[src/rtl/multi_phase_pwm_dt.sv]
// Multi-phase half-bridge PWM generator. One shared sawtooth/triangle
// carrier, one duty per channel, a shared dead time, shadowed set-points
// that only update on carrier boundaries, and a latched zero-latency trip.
module multi_phase_pwm_dt #(
    parameter int N_CH = 3,
    parameter int CW   = 16,
    parameter int DTW  = 8
) (
    input  logic                 clk,
    input  logic                 rstn,
    input  logic [CW-1:0]        period,
    input  logic [N_CH*CW-1:0]   duty_cycle,
    input  logic [DTW-1:0]       dead_time,
    input  logic                 slope,
    input  logic                 load_sel,
    input  logic                 pwm_on,
    input  logic                 fault,
    input  logic                 fault_clr,
    output logic [CW-1:0]        counter,
    output logic                 f_zero,
    output logic                 f_period,
    output logic                 tripped,
    output logic [N_CH-1:0]      pwm_h,
    output logic [N_CH-1:0]      pwm_l
);

    typedef enum logic [1:0] {
        ST_OFF  = 2'd0,
        ST_HIGH = 2'd1,
        ST_LOW  = 2'd2,
        ST_DEAD = 2'd3
    } ch_state_t;

    localparam logic [CW-1:0]  CNT_ONE = CW'(1);
    localparam logic [DTW-1:0] DT_ONE  = DTW'(1);

    logic [CW-1:0]  counter_q, counter_d;
    logic           dir_up_q, dir_up_d;
    logic [CW-1:0]  period_sh_q, period_sh_d;
    logic [DTW-1:0] dead_sh_q, dead_sh_d;
    logic           tripped_q, tripped_d;

    logic           run;
    logic           shadow_load;
    logic           at_zero;
    logic           at_period;
    logic [DTW-1:0] dead_last;

    assign at_zero     = (counter_q == '0);
    assign at_period   = (counter_q == period_sh_q);
    assign run         = pwm_on & ~tripped_q & ~fault;
    // Set-points only move at the valley (or the peak in triangle mode when
    // requested), or freely while modulation is stopped.
    assign shadow_load = at_zero | (slope & load_sel & at_period) | ~run;
    // A dead time of zero still yields one cycle with both gates low.
    assign dead_last   = (dead_sh_q == '0) ? '0 : (dead_sh_q - DT_ONE);

    // Carrier next value: sawtooth wraps to 0, triangle reverses at the
    // extremes without repeating the turning-point sample.
    always_comb begin
        counter_d = counter_q;
        dir_up_d  = dir_up_q;
        if (period_sh_q == '0) begin
            counter_d = '0;
            dir_up_d  = 1'b1;
        end else if (!slope) begin
            dir_up_d  = 1'b1;
            counter_d = (counter_q >= period_sh_q) ? '0 : (counter_q + CNT_ONE);
        end else if (dir_up_q) begin
            if (counter_q >= period_sh_q) begin
                counter_d = counter_q - CNT_ONE;
                dir_up_d  = 1'b0;
            end else begin
                counter_d = counter_q + CNT_ONE;
            end
        end else begin
            if (at_zero) begin
                counter_d = CNT_ONE;
                dir_up_d  = 1'b1;
            end else begin
                counter_d = counter_q - CNT_ONE;
            end
        end
    end

    // Shared shadows and the trip latch (a fault beats a simultaneous clear).
    always_comb begin
        period_sh_d = shadow_load ? period : period_sh_q;
        dead_sh_d   = shadow_load ? dead_time : dead_sh_q;
        tripped_d   = tripped_q;
        if (fault) begin
            tripped_d = 1'b1;
        end else if (fault_clr) begin
            tripped_d = 1'b0;
        end
    end

    // Carrier, shared shadows and trip flag registers.
    always_ff @(posedge clk) begin
        if (!rstn) begin
            counter_q   <= '0;
            dir_up_q    <= 1'b1;
            period_sh_q <= '0;
            dead_sh_q   <= '0;
            tripped_q   <= 1'b0;
        end else begin
            counter_q   <= counter_d;
            dir_up_q    <= dir_up_d;
            period_sh_q <= period_sh_d;
            dead_sh_q   <= dead_sh_d;
            tripped_q   <= tripped_d;
        end
    end

    genvar gi;
    generate
        for (gi = 0; gi < N_CH; gi++) begin : g_ch
            logic [CW-1:0]  duty_sh_q, duty_sh_d;
            ch_state_t      state_q, state_d;
            logic [DTW-1:0] dt_cnt_q, dt_cnt_d;
            logic           target;

            assign target = (counter_q < duty_sh_q);

            // Per-channel duty shadow follows the shared load strobe.
            always_comb begin
                duty_sh_d = shadow_load ? duty_cycle[gi*CW +: CW] : duty_sh_q;
            end

            // Gate FSM: every HIGH<->LOW swap passes through DEAD; stopping
            // modulation forces OFF ahead of anything else.
            always_comb begin
                state_d  = state_q;
                dt_cnt_d = dt_cnt_q;
                if (!run) begin
                    state_d  = ST_OFF;
                    dt_cnt_d = '0;
                end else begin
                    case (state_q)
                        ST_OFF: begin
                            state_d = target ? ST_HIGH : ST_LOW;
                        end
                        ST_HIGH: begin
                            if (!target) begin
                                state_d  = ST_DEAD;
                                dt_cnt_d = '0;
                            end
                        end
                        ST_LOW: begin
                            if (target) begin
                                state_d  = ST_DEAD;
                                dt_cnt_d = '0;
                            end
                        end
                        ST_DEAD: begin
                            if (dt_cnt_q >= dead_last) begin
                                state_d = target ? ST_HIGH : ST_LOW;
                            end else begin
                                dt_cnt_d = dt_cnt_q + DT_ONE;
                            end
                        end
                        default: begin
                            state_d = ST_OFF;
                        end
                    endcase
                end
            end

            // Per-channel registers.
            always_ff @(posedge clk) begin
                if (!rstn) begin
                    duty_sh_q <= '0;
                    state_q   <= ST_OFF;
                    dt_cnt_q  <= '0;
                end else begin
                    duty_sh_q <= duty_sh_d;
                    state_q   <= state_d;
                    dt_cnt_q  <= dt_cnt_d;
                end
            end

            // The raw fault input masks the gates combinationally.
            assign pwm_h[gi] = (state_q == ST_HIGH) & ~fault;
            assign pwm_l[gi] = (state_q == ST_LOW) & ~fault;
        end
    endgenerate

    assign counter  = counter_q;
    assign f_zero   = at_zero;
    assign f_period = at_period;
    assign tripped  = tripped_q;

endmodule

[config.mk]
export PLATFORM = sky130hd
export DESIGN_NAME = multi_phase_pwm_dt
export DESIGN_NICKNAME = d
export VERILOG_FILES = /design/src/rtl/multi_phase_pwm_dt.sv
export SDC_FILE = /design/constraint.sdc
export NUM_CORES = 1
export LEC_CHECK = 0
export ABC_AREA = 1
export CAP_MARGIN = 20
export CORE_UTILIZATION = 30
export DETAILED_ROUTE_END_ITERATION = 8
export PLACE_DENSITY = 0.61
export SLEW_MARGIN = 20
export SYNTH_ARGS = -nofsm -noshare
export SYNTH_HDL_FRONTEND = slang
export SYNTH_SLANG_ARGS = --single-unit
[constraint.sdc]
create_clock -name clk -period 4.1 [get_ports clk]
set_clock_uncertainty 0.1 [all_clocks]
set_input_delay 0.82 -clock clk [delete_from_list [all_inputs] [get_ports clk]]
set_output_delay 0.82 -clock clk [all_outputs]
set_load 0.01 [all_outputs]
Word level (Yosys, flattened, before mapping)
Index checks and enable logic that the tools add are counted.
{"block": "totals", "register_bits": 120, "latch_bits": 0, "ram_bits": 0, "romBits": 0, "input_bits": 79, "out_inout_bits": 25, "wordCells": 123, "n_memories": 0}
{"block": "op_classes", "addsub": 6, "mul": 0, "div": 0, "magnitude_cmp": 7, "eq_ne": 22, "shift": 0, "n_mux": 38, "bitwise": 17, "n_reduce_logical": 19}
{"op": "2-to-1 mux 16 bit", "count": 5}
{"op": "2-to-1 mux 8 bit", "count": 10}
{"op": "case mux 8 bit (3 select lines)", "count": 3}
{"op": "less-than comparator 16 bit", "count": 3}
{"op": "zero test 16 bit", "count": 2}
{"op": "adder 8 x 1 -> 8 bit (second input constant)", "count": 3}
{"op": "greater-or-equal comparator 8 bit", "count": 3}
{"op": "2-to-1 mux 2 bit", "count": 12}
{"op": "!= test 2 bit (second input constant)", "count": 12}
{"op": "case mux 2 bit (4 select lines)", "count": 3}
{"op": "adder 16 x 1 -> 16 bit (second input constant)", "count": 1}
{"op": "equality test 16 bit", "count": 1}
{"op": "greater-or-equal comparator 16 bit", "count": 1}
{"op": "subtractor 16 x 1 -> 16 bit (second input constant)", "count": 1}
{"op": "equality test 2 bit (second input constant)", "count": 6}
{"op": "AND reduction 4 bit", "count": 3}
{"op": "AND 1 bit", "count": 10}
{"op": "AND reduction 3 bit", "count": 3}
{"op": "nonzero test 3 bit", "count": 3}
{"op": "zero test 8 bit", "count": 1}
{"op": "subtractor 8 x 1 -> 8 bit (second input constant)", "count": 1}
{"op": "equality test 2 x 1 -> 1 bit (second input constant)", "count": 3}
{"op": "zero test 2 bit", "count": 3}
{"op": "2-to-1 mux 1 bit", "count": 5}
{"op": "other kinds (6)", "count": 11}

Logic depth before layout (Yosys ltp)
Gate-level depths: netlist of run 1.
{"block": "depth", "word_depth": 5, "depth_mapped": 21, "ltp_nobuf": 20}

Worst setup path after synthesis of run 1
No wires, ideal clock.
{"block": "synth_timing", "path_kind": "flip-flop to flip-flop", "start": "reg dead_sh_q[0]", "end": "reg g_ch[0].dt_cnt_q[0]", "setup_ps": 64, "arrival_ps": 2775, "required_ps": 3936, "setup_slack_ps": 1161, "stages_incl_launch_ff": 18, "path_buffers": 0, "period_less_slack_ps": 2939, "path_cell_list": "dfxtp_1 -> inv_1 -> ha_1 -> nand2_1 -> nor3_1 -> inv_1 -> nor3_1 -> a21oi_1 -> o21ai_0 -> ha_1 -> a21oi_1 -> o21a_1 -> nand4_1 -> o21ai_1 -> nand3_1 -> nand2_1 -> inv_1 -> nor2_1"}
{"block": "synth_between", "elab_chain_cells": 5, "elab_cells_between_ends": 6, "classes_between": "add/sub: 1; order compare: 1; eq/ne: 1; mux: 1; reduce/logical: 2"}
{"item": "start: declaration", "line_no": "40", "rtl": "logic [DTW-1:0] dead_sh_q, dead_sh_d;"}
{"item": "start signal: assignment", "line_no": "110", "rtl": "dead_sh_q <= dead_sh_d;"}
{"item": "subtractor 8 x 1 -> 8 bit or zero test 8 bit (tied branches)", "line_no": "56", "rtl": "assign dead_last = (dead_sh_q == '0) ? '0 : (dead_sh_q - DT_ONE);"}
{"item": "2-to-1 mux 8 bit (*)", "line_no": "56"}
{"item": "greater-or-equal comparator 8 bit (*)", "line_no": "156", "rtl": "if (dt_cnt_q >= dead_last) begin"}
{"item": "!= test 2 bit (no source line) (*)"}
{"item": "AND reduction 4 bit (no source line) (*)"}
{"item": "end signal: assignment", "line_no": "178", "rtl": "dt_cnt_q <= dt_cnt_d;"}
{"item": "end: declaration", "line_no": "120", "rtl": "logic [DTW-1:0] dt_cnt_q, dt_cnt_d;"}
Mark *: on every way between the ends. The rest lies on a longest branch, timed or not.
A chain may end at the register's enable or synchronous reset.

Worst setup path in the final report of run 1
{"block": "layout_timing", "start": "reg dead_sh_q[0]", "end": "reg g_ch[2].dt_cnt_q[0]"}
{"block": "layout_between", "elab_chain_cells": 5, "elab_cells_between_ends": 6, "classes_between": "add/sub: 1; order compare: 1; eq/ne: 1; mux: 1; reduce/logical: 2"}
{"item": "subtractor 8 x 1 -> 8 bit or zero test 8 bit (tied branches)", "line_no": "56"}
{"item": "2-to-1 mux 8 bit (*)", "line_no": "56"}
{"item": "greater-or-equal comparator 8 bit (*)", "line_no": "156"}
{"item": "!= test 2 bit (no source line) (*)"}
{"item": "AND reduction 4 bit (no source line) (*)"}
{"item": "end signal: assignment", "line_no": "178"}
{"item": "end: declaration", "line_no": "120"}
Marked as above.

==> metrics.log, run 1 <==
[metrics] Hold/Removal Path Class: reg2reg
[metrics] cells after synthesis: ~1100
[metrics] worst hold slack across all endpoints: between 0.3 and 0.4 ns
[metrics] most common cell after layout, fill and taps aside: nand2_1
[metrics] IR drop worst, VDD: 305 uV
[metrics] crit path capture: g_ch[2].dt_cnt_q[0]$_SDFFE_PN0P_
[metrics] initial core utilization: between 30% and 40%
[metrics] clock-pin slew on the worst setup and hold paths: roughly 0.06 ns
[metrics] global-route usage over all layers: 16.5%
[metrics] number of detailed-route iterations in the first pass: 5
[metrics] GR Overflow Total: 0
[metrics] f_max: 0.289 GHz
[metrics] origin of the critical flop-to-flop path: dead_sh_q[0]$_SDFFE_PN0P_
[metrics] detail-routed via count per cell: 4.75
[metrics] synth-to-layout area growth: 24.7%
[metrics] Register-to-Register Setup Slack: 0.64 ns
[metrics] leakage power: 4.44 nW
[metrics] proportion of layout cells with a drive suffix above 1: 5.86%
[metrics] Final Routed Wirelength: 21100 microns
[metrics] clock buffer depth: 2
[metrics] RSZ-0062 raised after global routing: false
[metrics] Net Count, Synth: 1314
[metrics] max cap viols: 0
[metrics] post-route worst setup slack: 0.639 ns
[metrics] Antenna Nets Post-Route: 0
[metrics] most frequent cells in the layout: nand2_1 (198), inv_1 (170), a21oi_1 (125), dfxtp_1 (120), nor2_1 (103)
[metrics] Synth area leaders: dfxtp_1 (31%), ha_1 (16%), nand2_1 (9.4%)
[metrics] origin of the worst setup path: dead_sh_q[0]$_SDFFE_PN0P_
[metrics] Post-Synthesis Cell Area: 7870 sq um
[metrics] endpoint required time on the critical path: 4.31 ns
[metrics] reg2reg end: g_ch[2].dt_cnt_q[0]$_SDFFE_PN0P_
[metrics] average size of a mapped cell: slightly below 7 sq um
[metrics] largest net degree at the start of global routing: 71
[metrics] number of antenna diodes: 0
[metrics] Synth warnings: 0
[metrics] outcome: complete, no violations
[metrics] horizontal die dimension: 164 microns
[metrics] arrival time of data at the critical path endpoint: 3.67 ns
[metrics] hold violation count in the final report: 0
[metrics] critical path capture point type: flip-flop
[metrics] Worst-Margin Slew: 0.712 ns
[metrics] share of synthesized area occupied by flip-flops and latches: 30.5%
[metrics] TritonCTS clock tree: built
[metrics] Final Total Pwr: 0.00741 W
[metrics] Netlist cell types: 34
[metrics] port bufs: roughly 100
[metrics] die area: 26900 sq um
[metrics] final worst-path cycle share: 84.4%
[metrics] routed wire length per instance: approximately 13 microns
[metrics] Setup Viol. Count Final: 0
[metrics] setup slack after placement: around 0.65 ns
[metrics] clock network latency to the later pin of the worst-skew pair: 0.42 ns
[metrics] H-tree depth: 4
[metrics] total I/O pin count: 104
[metrics] routability congestion estimate from global placement: between 0.8 and 0.9
[metrics] number of cells on the worst reg-to-reg path: 16
[metrics] register bit count reported by yosys: 120
[metrics] number of antenna violations at the first check in global routing: 0
[metrics] via count of the first global-routing pass: 7058
[metrics] CP startpoint kind: flip-flop
[metrics] Setup CP Type: reg2reg
[metrics] Final Critical Period: 3.46 ns
[metrics] CP max FO: 12
[metrics] top-area cell type share of the netlist area: 30.5%
[metrics] Die Span Y: 164 microns
[metrics] final standard cell utilization of the core: 38.5%
[metrics] Clk Tree Root Cell: clkbuf_16
[metrics] number of resized instances in the post-cts repair step: 0
[metrics] worst slew slack as a fraction of its limit: 52.1%
[metrics] Post-CTS Hold Buffers: 0
[metrics] # DRC: 0
[metrics] via count: about 7500
[metrics] max-slew violation count: 0
[metrics] number of cell rows: 58
[metrics] TritonCTS sink count: 120
[metrics] detailed-placement wirelength estimate: roughly 16000 microns
[metrics] number of buffers created by CTS: 17
[metrics] post-CTS setup buffer count: 0
[metrics] global-route wire length before repair: 34900 microns
[metrics] Nets: about 1400
[metrics] power per standard cell area: 756 nW/um^2
[metrics] drt initial violations: ~360
[metrics] Yosys top cell by area: dfxtp_1
[metrics] total negative slack: 0 ns
[metrics] core area: 25500 sq um
[sequential cells by signal, indices dropped and copies added, names as in the netlist]
register / cells
dir_up_q: 1
g_ch.duty_sh_q: 48
dead_sh_q: 8
period_sh_q: 16
g_ch.dt_cnt_q: 24
g_ch.state_q: 6
counter: 16
tripped: 1
[report_power, final]
group	internal, W	switching (W)	total (W)
clock	0.000955	0.000562	0.00152
sequential	0.00150	0.000405	0.00191
combinational	0.00152	0.00247	0.00399
total	0.00397	0.00344	0.00741
[kinds of logic (layout without fill, tap and decap cells)]
group,count (synthesis),after routing,synth area share (%)
and+or+nand+nor,442,442,24.9
xor gates and xnor gates,17,17,1.89
buffers and inverters,210,323,10.8
adders and majority gates,102,102,16.2
DFF,120,120,30.5
AOI/OAI and AO/OA,242,242,15.7
[final cells by class]
type	count	area [sq um]
Inverter	181	682
Timing Repair Buffer	110	1090
Sequential cell	120	2400
Fill cell	2659	15700
Tap cell	330	413
Clock buffer	21	480
Multi-Input combinational cell	803	4620
Clock inverter	11	121
[critical path, cell delays in order, from the launching register on]
cell	delay, ns
dfxtp_1	0.31
inv_1	0.09
ha_1	0.20
nand2_1	0.09
nor3_1	0.30
inv_1	0.09
nor3_1	0.31
a21oi_1	0.07
o21ai_0	0.20
ha_1	0.33
a21oi_1	0.14
o21a_1	0.13
nand3_1	0.07
a21oi_1	0.34
nand3_2	0.30
a21oi_1	0.21
nor2_1	0.05
[per-stage QoR]
step	area, sq um	cells
floorplan	7870	1133
global placement	9210	1544
detailed placement	9210	1544
CTS	9810	1576
global route	9810	1576
finish	9810	1576
[worst min-delay path by stage]
stage | from | to | cells past startpoint
global route | g_ch[2].duty_sh_q[1]$_SDFFE_PN0P_ | g_ch[2].duty_sh_q[1]$_SDFFE_PN0P_ | 2
finish | g_ch[1].duty_sh_q[3]$_SDFFE_PN0P_ | g_ch[1].duty_sh_q[3]$_SDFFE_PN0P_ | 2
detailed placement | g_ch[1].duty_sh_q[3]$_SDFFE_PN0P_ | g_ch[1].duty_sh_q[3]$_SDFFE_PN0P_ | 2
floorplan | g_ch[0].duty_sh_q[10]$_SDFFE_PN0P_ | g_ch[0].duty_sh_q[10]$_SDFFE_PN0P_ | 2
global placement | g_ch[0].duty_sh_q[5]$_SDFFE_PN0P_ | g_ch[0].duty_sh_q[5]$_SDFFE_PN0P_ | 2
CTS | g_ch[1].duty_sh_q[3]$_SDFFE_PN0P_ | g_ch[1].duty_sh_q[3]$_SDFFE_PN0P_ | 2
[routing by layer]
| layer | wire length, microns | track usage (%) | vias up |
|---|---|---|---|
| li1 | - | - | 3950 |
| met1 | 9990 | 21.0 | 3367 |
| met2 | 9790 | 27.6 | 138 |
| met3 | 908 | 3.36 | 32 |
| met4 | 429 | 5.81 | 0 |
| met5 | 0 | 0 | - |
[synthesized netlist by cell type, drive strengths merged]
library cell and number:
xor2 16, o31ai 2, buf 12, o21ai 105, clkbuf 17, nand3 57
nor4 7, nand4 41, a21oi 125, or2 7, o21a 4, a31oi 3
nand3b 1, nand2 202, dfxtp 120, o211ai 1, inv 181, ha 102
nor2 109, o21bai 2, nor3 18, xnor2 1
No activity file was read; power rests on OpenSTA's default activity.
==> run 2, diff against run 1 <==
clock period = 3.3 ns   (was 4.1 ns; I/O delays follow)
==> metrics.log, run 2 (same netlist as run 1, synthesis figures left out) <==
[metrics] most frequent cells in the layout: nand2_1 (198), inv_1 (170), a21oi_1 (124), dfxtp_1 (120), nor2_1 (103)
[metrics] final std cell area, no fill: 9970 sq um (+1.6%)
[metrics] Clk Tree Root Cell: clkbuf_16
[metrics] detail-routed via count per cell: 4.73 (-0.37%)
[metrics] Die Span Y: 164 microns (unchanged)
[metrics] hold violation count in the final report: 0 (unchanged)
[metrics] max cap viols: 0 (unchanged)
[metrics] Setup CP Type: reg2out
[metrics] CP startpoint kind: flip-flop
[metrics] number of flip-flops under the largest register name: 48 (unchanged)
[metrics] Worst-Margin Slew: 0.646 ns (-0.0663 ns)
[metrics] total I/O pin count: 104 (unchanged)
[metrics] # DRC: 0 (unchanged)
[metrics] Nets: 1433 (+1.3%)
[metrics] worst hold path stage count: 2 (unchanged)
[metrics] f_max: 0.319 GHz
[metrics] internal power consumption: 0.00501 W (+26%)
[metrics] Antenna Nets Post-Route: 0 (unchanged)
[metrics] final-layout fill cell count: 2684 (+0.94%)
[metrics] post-route worst setup slack: 0.163 ns (-0.476 ns)
[metrics] IR drop worst, VDD: 366 uV (+20%)
[metrics] TritonCTS sink count: 120 (unchanged)
[metrics] net switching fraction of the power: 46.7% (+0.28 points)
[metrics] hold wc startpoint: g_ch[2].duty_sh_q[6]$_SDFFE_PN0P_
[metrics] drt initial violations: 323 (-9.8%)
[metrics] Seq pwr share: 24.1% (-1.6 points)
[metrics] area taken by flip-flops and latches: 2400 sq um (unchanged)
[metrics] Crit path buffers/inverters: 1 (-1)
[metrics] port bufs: 103 (unchanged)
[metrics] outcome: complete, no violations
[metrics] number of cells on the worst reg-to-reg path: 16 (unchanged)
[metrics] number of antenna violations at the first check in global routing: 0 (unchanged)
[metrics] area of the multi-input gates: 4650 sq um (+0.76%)
[metrics] power per standard cell area: 943 nW/um^2 (+25%)
[metrics] routability congestion estimate from global placement: 0.867 (-2.9%)
[metrics] core area: 25500 sq um (unchanged)
[metrics] sink of the worst hold path: g_ch[2].duty_sh_q[6]$_SDFFE_PN0P_
[metrics] global-route usage over all layers: 16.8% (+0.30 points)
[metrics] worst slew slack as a fraction of its limit: 56.5% (+4.4 points)
[metrics] critical path's slowest cell: dfxtp_1
[metrics] detailed-placement wirelength estimate: 16600 microns (+2.9%)
[metrics] final worst-path cycle share: a little over nine tenths
[metrics] TritonCTS clock tree: built
[metrics] post-detailed-placement cell area: 9350 sq um (+1.6%)
[metrics] Crit path largest cell delay: 0.71 ns (+0.37 ns)
[metrics] Register-to-Register Setup Slack: 0.36 ns (-0.28 ns)
[metrics] Final Total Pwr: 0.00940 W (+27%)
[metrics] Setup Viol. Count Final: 0 (unchanged)
[metrics] routed wire length per instance: 13.6 microns (+1.4%)
[metrics] clock buffer depth: 2 (unchanged)
[metrics] proportion of power drawn by the clock network: 19.5% (-1.0 points)
[metrics] number of detailed-route iterations in the first pass: 4 (-1)
[metrics] reg2reg end: g_ch[2].dt_cnt_q[1]$_SDFFE_PN0P_
[metrics] origin of the critical flop-to-flop path: dead_sh_q[0]$_SDFFE_PN0P_
[metrics] global-route wire length before repair: 35500 microns (+1.6%)
[metrics] via count of the first global-routing pass: 7145 (+1.2%)
[metrics] H-tree depth: 4 (unchanged)
[metrics] largest net degree at the start of global routing: 44 (-38%)
[metrics] crit-path leading delay family: flip-flops
[metrics] Hold/Removal Path Class: reg2reg
[metrics] register bank with the most flops: g_ch.duty_sh_q
[metrics] initial core utilization: 30.9% (unchanged)
[metrics] cells along the critical path: ha_1 -> nand2_1 -> nor2_1 -> nand2_1 -> nor2_1 -> clkdlybuf4s50_1
[metrics] endpoint required time on the critical path: 2.54 ns (-1.77 ns)
[metrics] max-slew violation count: 0 (unchanged)
[metrics] clock-pin slew on the worst setup and hold paths: 0.06 ns (about the same)
[metrics] setup slack after placement: 0.114 ns (-0.533 ns)
[metrics] clock network latency to the later pin of the worst-skew pair: 0.42 ns (about the same)
[metrics] registers with the most flip-flops: g_ch.duty_sh_q (48), g_ch.dt_cnt_q (24)
[metrics] proportion of layout cells with a drive suffix above 1: 7.51% (+1.7 points)
[metrics] number of cell rows: 58 (unchanged)
[metrics] total negative slack: 0 ns (unchanged)
[metrics] Post-CTS Hold Buffers: 0 (unchanged)
[metrics] CP max FO: 10 (-2)
[metrics] Final Routed Wirelength: 21700 microns (+2.6%)
[metrics] most common cell after layout, fill and taps aside: nand2_1
[metrics] critical path capture point type: primary output
[metrics] Final Critical Period: 3.14 ns
[metrics] GR Overflow Total: 0 (unchanged)
[metrics] via count: 7549 (+0.83%)
[metrics] RSZ-0062 raised after global routing: false
[metrics] synth-to-layout area growth: 26.7%
[metrics] number of buffers created by CTS: 17 (unchanged)
[metrics] Combinational Power Share: 56.4% (+2.6 points)
[metrics] leakage power: 4.53 nW (+1.9%)
[metrics] horizontal die dimension: 164 microns (unchanged)
[metrics] number of antenna diodes: 0 (unchanged)
[metrics] P_sw: 0.00438 W (+28%)
[metrics] arrival time of data at the critical path endpoint: 2.38 ns (-1.29 ns)
[metrics] Critical Path Stages: 6 (-10)
[metrics] die area: 26900 sq um (unchanged)
## run 2: changes by cell type in the layout (fill, tap and decap cells not counted), moves of 2 or more
cell,delta
buf_4,+17
clkbuf_8,-4
clkinv_4,+2
inv_6,+2
nand3_2,+2
nor3_1,-2
## run 2: repair_timing
item	in CTS	in global routing
gates resized for setup	0	6
setup endpoints to repair	0	26
buffers inserted	0	0
## run 2: metrics by stage
stage	util [%]	hold slack, ns	instances
after detailed placement	36.7	0.349	1562
after global placement	36.7	0.345	1562
after floorplan	-	0.333	1133
after CTS	39.0	0.358	1594
final	39.1	0.354	1595
after global routing	39.1	0.384	1595
## run 2: power groups by stage
stage | logic [W] | registers (W) | clock network [W]
4_1_cts | 0.00531 | 0.00226 | 0.00187
5_1_grt | 0.00607 | 0.00232 | 0.00194
6_report | 0.00530 | 0.00226 | 0.00184
3_5_place_dp | 0.00528 | 0.00229 | 0
3_3_place_gp | 0.00517 | 0.00229 | 0
2_1_floorplan | 0.00366 | 0.00224 | 0
## run 2: how the worst max path moves through the flow
stage                              start                               end
3_5_place_dp   dead_sh_q[0]$_SDFFE_PN0P_  g_ch[2].dt_cnt_q[1]$_SDFFE_PN0P_
2_1_floorplan  dead_sh_q[0]$_SDFFE_PN0P_  g_ch[0].dt_cnt_q[0]$_SDFFE_PN0P_
3_3_place_gp   dead_sh_q[0]$_SDFFE_PN0P_  g_ch[0].dt_cnt_q[0]$_SDFFE_PN0P_
5_1_grt        dead_sh_q[0]$_SDFFE_PN0P_  g_ch[0].dt_cnt_q[7]$_SDFFE_PN0P_
4_1_cts        dead_sh_q[0]$_SDFFE_PN0P_  g_ch[2].dt_cnt_q[1]$_SDFFE_PN0P_
6_report          counter[10]$_SDFF_PP0_                          f_period
## run 2: layout make-up
cell class | count | area share, %
Clock buffer | 18 | 4.30
Clock inverter | 14 | 1.52
Inverter | 181 | 6.84
Multi-Input combinational cell | 804 | 46.7
Sequential cell | 120 | 24.1
Tap cell | 330 | 4.14
Timing Repair Buffer | 128 | 12.4
## run 2: layer usage
metal | vias to the layer above | global-route usage [%] | routed length [microns]
met2 | 135 | 28.1 | 10000
met5 | - | 0 | 0
met4 | 0 | 6.06 | 463
li1 | 3980 | - | -
met3 | 25 | 2.95 | 689
met1 | 3409 | 21.6 | 10500
## run 2: worst register-to-register path, cell delays in order (launching register included)
cell     delay, ns
dfxtp_1       0.30
inv_1         0.08
ha_1          0.18
nand2_1       0.12
nor3_4        0.18
inv_1         0.07
nor3_2        0.14
a21oi_1       0.06
o21ai_0       0.22
ha_1          0.34
a21oi_1       0.16
o21a_1        0.14
nand3_1       0.10
a21oi_2       0.24
nand3_2       0.17
a21oi_1       0.17
nor2_1        0.06
==> run 3, diff against run 2 <==
CORE_UTILIZATION = 29   (was 30)
PLACE_DENSITY = 0.59   (was 0.61)
==> metrics.log, run 3 (same netlist as run 1, synthesis figures left out) <==
[metrics] outcome: complete, no violations
[metrics] via count: 7512 (-0.49%)
[metrics] f_max: 0.320 GHz (+0.42%)
[metrics] total I/O pin count: 104 (unchanged)
[metrics] detailed-placement wirelength estimate: 16500 microns (-0.49%)
[metrics] clock network latency to the later pin of the worst-skew pair: 0.42 ns (about the same)
[metrics] power per standard cell area: 959 nW/um^2 (+1.7%)
[metrics] max cap viols: 0 (unchanged)
[metrics] Clk Tree Root Cell: clkbuf_16
[metrics] arrival time of data at the critical path endpoint: 2.36 ns (-0.02 ns)
[metrics] Nets: 1431 (-0.14%)
[metrics] max-slew violation count: 0 (unchanged)
[metrics] met1 usage in global routing: 21.0% (-0.63 points)
[metrics] leakage power: 4.57 nW (+0.81%)
[metrics] drt initial violations: 327 (+1.2%)
[metrics] global-route usage over all layers: 16.0% (-0.79 points)
[metrics] clock-pin slew on the worst setup and hold paths: 0.06 ns (about the same)
[metrics] TritonCTS clock tree: built
[metrics] horizontal die dimension: 167 microns (+1.7%)
[metrics] number of antenna violations at the first check in global routing: 0 (unchanged)
[metrics] routed wire length per instance: 13.6 microns (about the same)
[metrics] register bank with the most flops: g_ch.duty_sh_q
[metrics] GR Util met2: 26.1% (-2.0 points)
[metrics] H-tree depth: 4 (unchanged)
[metrics] number of buffers created by CTS: 17 (unchanged)
[metrics] Setup CP Type: reg2out
[metrics] global-route wire length before repair: 35700 microns (+0.56%)
[metrics] # DRC: 0 (unchanged)
[metrics] worst hold slack across all endpoints: 0.354 ns (-0.000254 ns)
[metrics] final worst-path cycle share: 94.7% (-0.40 points)
[metrics] endpoint required time on the critical path: 2.54 ns (about the same)
[metrics] number of resized instances in the post-cts repair step: 1 (+1)
[metrics] Post-CTS Hold Buffers: 0 (unchanged)
[metrics] IR drop worst, VDD: 401 uV (+9.6%)
[metrics] most common cell after layout, fill and taps aside: nand2_1
[metrics] Final Routed Wirelength: 21700 microns (+0.13%)
[metrics] worst slew slack as a fraction of its limit: 60.4% (+3.9 points)
[metrics] clock buffer depth: 2 (unchanged)
[metrics] number of flip-flops under the largest register name: 48 (unchanged)
[metrics] Final Critical Period: 3.12 ns (-0.0132 ns)
[metrics] CP max FO: 8 (-2)
[metrics] proportion of layout cells with a drive suffix above 1: 7.21% (-0.30 points)
[metrics] final-layout fill cell count: 2763 (+2.9%)
[metrics] critical path capture point type: primary output
[metrics] most frequent cells in the layout: nand2_1 (198), inv_1 (170), a21oi_1 (124), dfxtp_1 (120), nor2_1 (103)
[metrics] area taken by flip-flops and latches: 2400 sq um (unchanged)
[metrics] die area: 27800 sq um (+3.4%)
[metrics] Register-to-Register Setup Slack: 0.33 ns (-0.03 ns)
[metrics] met3 layer usage reported by global route: 2.69% (-0.27 points)
[metrics] hold violation count in the final report: 0 (unchanged)
[metrics] busiest grt layer: met2
[metrics] Antenna Nets Post-Route: 0 (unchanged)
[metrics] CP startpoint kind: flip-flop
[metrics] largest net degree at the start of global routing: 49 (+11%)
[metrics] number of antenna diodes: 0 (unchanged)
[metrics] detail-routed via count per cell: 4.70 (-0.61%)
[metrics] synth-to-layout area growth: 27.2%
[metrics] routability congestion estimate from global placement: 0.846 (-2.5%)
[metrics] Worst-Margin Slew: 0.588 ns (-0.0574 ns)
[metrics] Setup Viol. Count Final: 0 (unchanged)
[metrics] Die Span Y: 167 microns (+1.7%)
[metrics] initial core utilization: 29.9% (-1.0 points)
[metrics] Final Total Pwr: 0.00960 W (+2.1%)
[metrics] TritonCTS sink count: 120 (unchanged)
[metrics] area of the multi-input gates: 4640 sq um (-0.19%)
[metrics] number of cell rows: 59 (+1.7%)
[metrics] number of detailed-route iterations in the first pass: 5 (+1)
[metrics] GR Overflow Total: 0 (unchanged)
[metrics] registers with the most flip-flops: g_ch.duty_sh_q (48), g_ch.dt_cnt_q (24)
[metrics] post-CTS setup buffer count: 0 (unchanged)
[metrics] via count of the first global-routing pass: 7226 (+1.1%)
[metrics] port bufs: 103 (unchanged)
[metrics] core area: 26400 sq um (+3.5%)
[metrics] Hold/Removal Path Class: reg2reg
run 3: path summary, 6_finish.rpt:
kind / to / from / cells past startpoint
setup reg to reg: g_ch[2].dt_cnt_q[1]$_SDFFE_PN0P_ / dead_sh_q[0]$_SDFFE_PN0P_ / 16
hold / removal: g_ch[2].duty_sh_q[4]$_SDFFE_PN0P_ / g_ch[2].duty_sh_q[4]$_SDFFE_PN0P_ / 2
hold reg to reg: g_ch[2].duty_sh_q[4]$_SDFFE_PN0P_ / g_ch[2].duty_sh_q[4]$_SDFFE_PN0P_ / 2
setup / recovery: f_period / counter[5]$_SDFF_PP0_ / 6
run 3: report_power, final:
part | internal, W | leakage (nW) | total [W] | switching, W
logic | 0.00204 | 3.27 | 0.00530 | 0.00327
clock network | 0.00134 | 0.309 | 0.00203 | 0.000690
registers | 0.00187 | 0.989 | 0.00227 | 0.000400
total | 0.00524 | 4.57 | 0.00960 | 0.00436
run 3: critical path, cell delays in order (launching register included):
cell,delay [ns]
dfxtp_1,0.61
ha_1,0.24
nand2_1,0.06
nor2_1,0.12
nand4_1,0.14
nor2_1,0.20
clkdlybuf4s50_1,0.57
run 3: per-layer routing:
layer / wire [microns] / part of all wire, %
met5: 0 / 0
met4: 548 / 2.5
met1: 10700 / 49
met3: 687 / 3.2
met2: 9770 / 45
run 3: cell type report:
| class | count | share of cell area (%) |
|---|---|---|
| Tap cell | 335 | 4.19 |
| Inverter | 181 | 6.81 |
| Timing Repair Buffer | 127 | 12.3 |
| Clock inverter | 8 | 1.43 |
| Multi-Input combinational cell | 803 | 46.4 |
| Clock buffer | 23 | 4.88 |
| Sequential cell | 120 | 24.0 |
run 3: metrics by stage:
step	util [%]	cells	area (sq um)	setup TNS [ns]	worst slack, ns
after floorplan	-	1133	7870	0	0.361
after global placement	35.5	1566	9350	0	0.177
after detailed placement	35.5	1566	9350	0	0.0321
after CTS	37.9	1597	9990	0	0.0986
after global routing	38.0	1597	10000	-0.0565	-0.0184
final	38.0	1597	10000	0	0.176
